File: src/rtl/hazard_pkg.sv
// Shared types for the pipeline hazard controller: forwarding select codes and
// the memory-wait/watchdog FSM state encoding.
package hazard_pkg;

   localparam logic [1:0] FWD_REG = 2'b00;
   localparam logic [1:0] FWD_WB  = 2'b01;
   localparam logic [1:0] FWD_MEM = 2'b10;

   typedef enum logic [1:0] {
      RUN      = 2'd0,
      MEM_WAIT = 2'd1,
      HALT     = 2'd2
   } state_t;

endpackage

File: src/rtl/forwarding_select.sv
// Combinational operand-forwarding select for one execute-stage source register.
// The MEM-stage result is newer than the WB-stage result, so it wins.
module forwarding_select
   import hazard_pkg::*;
#(
   parameter int unsigned REG_ADDR_W = 5
) (
   input  logic [REG_ADDR_W-1:0] i_rs_addr,
   input  logic [REG_ADDR_W-1:0] i_rd_addr_mem,
   input  logic [REG_ADDR_W-1:0] i_rd_addr_wb,
   input  logic                  i_reg_we_mem,
   input  logic                  i_reg_we_wb,
   output logic [1:0]            o_forward
);

   always_comb begin
      // NOTE: default first so every path assigns o_forward and no latch is inferred.
      o_forward = FWD_REG;
      if (i_rs_addr != '0) begin
         if (i_reg_we_mem && (i_rs_addr == i_rd_addr_mem)) begin
            o_forward = FWD_MEM;
         end else if (i_reg_we_wb && (i_rs_addr == i_rd_addr_wb)) begin
            o_forward = FWD_WB;
         end
      end
   end

endmodule

File: src/rtl/hazard_control_unit.sv
// Five-stage pipeline hazard controller: forwarding, load-use stall, redirect
// flush, memory-wait freeze and watchdog halt. Optional perf counters: HAZARD_PERF_CNT_EN.
module hazard_control_unit
   import hazard_pkg::*;
#(
   parameter int unsigned REG_ADDR_W     = 5,
   parameter int unsigned TIMEOUT_CYCLES = 1024,
   parameter int unsigned CNT_WIDTH      = 32
) (
   input  logic                  i_clk,
   input  logic                  i_arst,
   input  logic [REG_ADDR_W-1:0] i_rs1_addr_dec,
   input  logic [REG_ADDR_W-1:0] i_rs2_addr_dec,
   input  logic [REG_ADDR_W-1:0] i_rs1_addr_exec,
   input  logic [REG_ADDR_W-1:0] i_rs2_addr_exec,
   input  logic [REG_ADDR_W-1:0] i_rd_addr_exec,
   input  logic [REG_ADDR_W-1:0] i_rd_addr_mem,
   input  logic [REG_ADDR_W-1:0] i_rd_addr_wb,
   input  logic                  i_reg_we_mem,
   input  logic                  i_reg_we_wb,
   input  logic                  i_load_exec,
   input  logic                  i_pc_src_exec,
   input  logic                  i_mem_req,
   input  logic                  i_mem_ready,
   output logic                  o_stall_fetch,
   output logic                  o_stall_dec,
   output logic                  o_stall_exec,
   output logic                  o_stall_mem,
   output logic                  o_flush_dec,
   output logic                  o_flush_exec,
   output logic                  o_flush_wb,
   output logic [1:0]            o_forward_rs1,
   output logic [1:0]            o_forward_rs2,
   output logic                  o_halt,
   output logic [CNT_WIDTH-1:0]  o_stall_cnt,
   output logic [CNT_WIDTH-1:0]  o_flush_cnt
);

   localparam int unsigned WAIT_W = (TIMEOUT_CYCLES > 0) ? $clog2(TIMEOUT_CYCLES + 1) : 1;
   localparam logic [WAIT_W-1:0] TIMEOUT_VAL = WAIT_W'(TIMEOUT_CYCLES);

   state_t            r_state;
   state_t            w_state_next;
   logic [WAIT_W-1:0] r_wait_cnt;
   logic [WAIT_W-1:0] w_wait_cnt_next;
   logic              w_mem_wait;
   logic              w_load_use;
   logic              w_timeout;
   logic              w_halted;

   forwarding_select #(.REG_ADDR_W(REG_ADDR_W)) u_fwd_rs1 (
      .i_rs_addr     (i_rs1_addr_exec),
      .i_rd_addr_mem (i_rd_addr_mem),
      .i_rd_addr_wb  (i_rd_addr_wb),
      .i_reg_we_mem  (i_reg_we_mem),
      .i_reg_we_wb   (i_reg_we_wb),
      .o_forward     (o_forward_rs1)
   );

   forwarding_select #(.REG_ADDR_W(REG_ADDR_W)) u_fwd_rs2 (
      .i_rs_addr     (i_rs2_addr_exec),
      .i_rd_addr_mem (i_rd_addr_mem),
      .i_rd_addr_wb  (i_rd_addr_wb),
      .i_reg_we_mem  (i_reg_we_mem),
      .i_reg_we_wb   (i_reg_we_wb),
      .o_forward     (o_forward_rs2)
   );

   assign w_mem_wait = i_mem_req && !i_mem_ready;
   assign w_load_use = i_load_exec && (i_rd_addr_exec != '0) &&
                       ((i_rd_addr_exec == i_rs1_addr_dec) || (i_rd_addr_exec == i_rs2_addr_dec));
   assign w_halted   = (r_state == HALT);
   assign o_halt     = w_halted;

   always_comb begin
      w_wait_cnt_next = '0;
      if (w_mem_wait) begin
         w_wait_cnt_next = (r_wait_cnt == TIMEOUT_VAL) ? r_wait_cnt : r_wait_cnt + WAIT_W'(1);
      end
   end

   // Halt is taken on the edge that closes the TIMEOUT_CYCLES-th wait cycle.
   assign w_timeout = (TIMEOUT_CYCLES != 0) && w_mem_wait && (w_wait_cnt_next == TIMEOUT_VAL);

   always_comb begin
      w_state_next = r_state;
      unique case (r_state)
         RUN: begin
            if (w_mem_wait) w_state_next = w_timeout ? HALT : MEM_WAIT;
         end
         MEM_WAIT: begin
            if (w_timeout)       w_state_next = HALT;
            else if (!w_mem_wait) w_state_next = RUN;
         end
         HALT:    w_state_next = HALT;
         default: w_state_next = RUN;
      endcase
   end

   always_ff @(posedge i_clk or posedge i_arst) begin
      // NOTE: non-blocking assignments keep every flop sampling pre-edge values.
      if (i_arst) begin
         r_state    <= RUN;
         r_wait_cnt <= '0;
      end else begin
         r_state    <= w_state_next;
         r_wait_cnt <= w_wait_cnt_next;
      end
   end

   always_comb begin
      o_stall_fetch = 1'b0;
      o_stall_dec   = 1'b0;
      o_stall_exec  = 1'b0;
      o_stall_mem   = 1'b0;
      o_flush_dec   = 1'b0;
      o_flush_exec  = 1'b0;
      o_flush_wb    = 1'b0;
      if (i_arst) begin
         // Reset holds all control outputs low.
      end else if (w_halted || w_mem_wait) begin
         o_stall_fetch = 1'b1;
         o_stall_dec   = 1'b1;
         o_stall_exec  = 1'b1;
         o_stall_mem   = 1'b1;
         o_flush_wb    = 1'b1;
      end else if (i_pc_src_exec) begin
         // The decode instruction is on the wrong path, so any load-use stall is moot.
         o_flush_dec   = 1'b1;
         o_flush_exec  = 1'b1;
      end else if (w_load_use) begin
         o_stall_fetch = 1'b1;
         o_stall_dec   = 1'b1;
         o_flush_exec  = 1'b1;
      end
   end

`ifdef HAZARD_PERF_CNT_EN
   logic [CNT_WIDTH-1:0] r_stall_cnt;
   logic [CNT_WIDTH-1:0] r_flush_cnt;
   logic                 w_any_stall;
   logic                 w_any_flush;

   assign w_any_stall = o_stall_fetch || o_stall_dec || o_stall_exec || o_stall_mem;
   assign w_any_flush = o_flush_dec || o_flush_exec;

   always_ff @(posedge i_clk or posedge i_arst) begin
      if (i_arst) begin
         r_stall_cnt <= '0;
         r_flush_cnt <= '0;
      end else begin
         if (w_any_stall && (r_stall_cnt != '1)) r_stall_cnt <= r_stall_cnt + CNT_WIDTH'(1);
         if (w_any_flush && (r_flush_cnt != '1)) r_flush_cnt <= r_flush_cnt + CNT_WIDTH'(1);
      end
   end

   assign o_stall_cnt = r_stall_cnt;
   assign o_flush_cnt = r_flush_cnt;
`else
   assign o_stall_cnt = '0;
   assign o_flush_cnt = '0;
`endif

endmodule

File: config.mk
export PLATFORM = sky130hd
export DESIGN_NAME = hazard_control_unit
export DESIGN_NICKNAME = d
export VERILOG_FILES = /design/src/rtl/hazard_pkg.sv /design/src/rtl/forwarding_select.sv /design/src/rtl/hazard_control_unit.sv
export SDC_FILE = /design/constraint.sdc
export NUM_CORES = 1
export LEC_CHECK = 0
export ABC_CLOCK_PERIOD_IN_PS = 3200
export CAP_MARGIN = 5
export CORE_MARGIN = 1
export CORE_UTILIZATION = 40
export CTS_BUF_LIST = sky130_fd_sc_hd__clkbuf_8
export DETAILED_ROUTE_END_ITERATION = 8
export GPL_TIMING_DRIVEN = 1
export HOLD_SLACK_MARGIN = 0.06
export PLACE_DENSITY = 0.95
export SYNTH_ARGS = -nofsm -noshare
export SYNTH_HDL_FRONTEND = slang
export SYNTH_SLANG_ARGS = --single-unit
File: constraint.sdc
create_clock -name i_clk -period 3.2 [get_ports i_clk]
set_clock_uncertainty 0.2 [all_clocks]
set_input_delay 0.64 -clock i_clk [delete_from_list [all_inputs] [get_ports i_clk]]
set_output_delay 0.64 -clock i_clk [all_outputs]
set_load 0.01 [all_outputs]
==> impl_results.md <==
- # rows: 23
- Final Non-Filler Cells: 319
- Final nets: 315
- Critical path origin: i_rd_addr_exec[2]
- Min cycle time layout: 3.16 ns
- Antenna Nets Post-Route: 0
- Top cell type's share of synthesized area: 28.8%
- DR iter-0 viols: 153
- Cell taking the most area after synthesis: buf_4
- Design area: 2130 um2
- Placed Area: 2080 um2
- CTS tree: built
- Mux cell area share after synthesis: 0%
- PwrDens: 230 nW/um2
- Number of synthesized flops with an enable pin: 0
- Post-Route WL: 3.72 mm
- Min-delay src: r_state[1]
- Status: finished clean
- FILL cells: 359
- Via count: 1489
- Storage cell area: 325 um2
- Inst Count DP: 315
- Die area: 4640 um2
- Tcrit/Tclk final: 98.7%
- Final Wtd Congestion: 0.884
- Slew Viols, Final: 0
- Synth warn: 0
- Synth Area in Adders: 1.43%
- Setup violators final: 0
- IO buf count: 54
- Layout cell share with drive strength beyond 1: 6.32%
- Final setup TNS: 0 ns
- Max Cap Violations: 0
- Critical-path cell list: clkdlybuf4s50_1 > or4_4 > o21ai_2 > a21oi_1 > o211a_1 > dlygate4sd2_1
- Top post-synthesis cells by area: buf_4 29%, dfrtp_1 19%, xnor2_1 9.5%
- CTS Buf Count: 3
- Synth Area in Simple Gates: 21.5%
- Area Growth Syn to Fin: 22.0%
- Vias in the first global route: 1320
- Leakage: 1.00 nW
- Req. time, crit path: 2.36 ns
- Max stage delay on crit path: 0.53 ns
- Final HPWL DP: 3.13 mm
- Clock transition at the registers of the reported paths: 0.05 ns
- Main combinational cell family by area after synthesis: buffers and inverters
- Clk sinks: 13
- CP max FO: 3
- RSZ-0062 raised after global routing: false
- Io pins: 119
- N_diodes: 0
- Initial core utilization: 42.8%
- Startpoint Class: primary input
- Top FF cell, synth: dfrtp_1
- Global-route wire length before repair: 5.71 mm
- Vias per inst: 4.67
- Mapped cell area: 1750 um2
- Most common cell after layout, fill and taps aside: conb_1
- Mean routed wirelength per cell: 11.7 um
- Crit end category: output pin
- Total gr overflow: 0
- Critical path type: in -> out
- Min-Delay Path Class: reg -> reg
- FF+latch count, synth: 13
- Die W: 68.1 um
- DR DRC count: 0
- Distinct cells, synth: 41
- Slowest-stage cell, CP: or4_4
- Clock root buffer: clkbuf_8
- Htree depth: 1
- Syn Inst Count: 216
- Max clock buf depth: 2
- Skew-Pair Late Insertion Delay: 0.25 ns
- Final hold violations: 0
- Compound-gate portion of the synthesized area: 8.08%
- Most frequent cells in the layout: 64 x conb_1, 43 x clkdlybuf4s50_1, 19 x nor2_1, 19 x xnor2_1, 18 x xor2_1
- Async set-reset flop share out of synthesis: 100%
- Reg2Reg Launch Point: r_wait_cnt[2]
- Total GRT Usage: 16.1%
- Initial antenna violation count: 0
- Drt pass-1 iters: 4
- CP arrival: 2.32 ns
- Core area: 4090 um2
- Synthesized-area fraction occupied by xor and xnor cells: 18.5%
- Syn Area/Cell: 8.10 um2
- Chip Height: 68.1 um
- Maximum VDD drop: 0.0942 mV
- Seq/Total Area, Yosys: 18.6%
- Area of the multi-input gates: 1120 um2
- FMAX: 317 MHz
- Largest net degree at the start of global routing: 14
cell usage after synthesis, types with 2 or more instances:
cell and count:
a21oi_1 7, buf_4 67, clkbuf_2 2, dfrtp_1 13, ha_1 2, inv_1 6
nand2_1 5, nand2b_1 2, nand3_1 11, nand4_1 4, nor2_1 20, nor3_1 3
nor4_1 3, nor4b_1 4, o21ai_0 4, or4_1 3, xnor2_1 19, xor2_1 18
kinds of logic after synthesis:
kind of cell / count (synthesis)
and+or+nand+nor: 65
AOI/OAI and AO/OA: 21
DFF: 13
adders and majority gates: 2
other: 1
buffers and inverters: 77
xor gates and xnor gates: 37
layout make-up:
cell class / instances / share of cell area, %
clock buffers: 3 / 1.94
flip-flops and latches: 13 / 15.2
well taps: 50 / 2.93
repair buffers: 57 / 26.3
clock inverters: 1 / 0.176
inverters: 6 / 1.06
multi-input cells: 189 / 52.4
metal layers:
metal | part of all wire [%] | vias up | track usage (%)
met3 | 9.1 | 15 | 2.17
li1 | - | 709 | -
met4 | 2.3 | 0 | 6.77
met1 | 35 | 670 | 15.8
met5 | 0 | - | 0
met2 | 53 | 95 | 32.8
repair_timing:
action,4_1_cts,5_1_grt
setup buffers,0,0
hold buffers,0,0
cloned,0,0
gates resized for setup,8,11
pin swaps,0,3
setup endpoints to repair,6,5
power breakdown:
part	switching [mW]	internal, mW
Combinational	0.0895	0.0837
Clock	0.0630	0.0850
Sequential	0.00214	0.166
Total	0.155	0.335
through the flow:
step	hold slack [ns]	utilization, %	power [mW]	worst slack, ns
finish	0.229	52.2	0.490	0.0409
CTS	0.233	51.9	0.491	0.000131
global placement	0.218	50.9	0.341	-0.244
global route	0.268	52.2	0.517	0.00295
floorplan	0.210	-	0.319	0.579
detailed placement	0.226	50.9	0.345	-0.280
worst max-delay path: cells and delay by family:
kind | cells | cell delay [ns]
simple gates | 1 | 0.53
buf+inv | 2 | 0.73
compound gates | 3 | 0.41
state kept, by name, summed over array words and instances, names as in the netlist:
register and count:
r_wait_cnt 11, r_state 2
worst paths after layout:
kind                            endpoint  slack, ns  cells past startpoint
max                         o_flush_exec       0.04                      6
min in group asynchronous  r_wait_cnt[5]       0.62                      3
min                           r_state[0]       0.23                      1
min reg2reg                   r_state[0]       0.23                      1
max in group asynchronous  r_wait_cnt[8]       2.02                      3
max reg2reg                   r_state[0]       1.11                      5
Power figures use the tool's default switching activity.
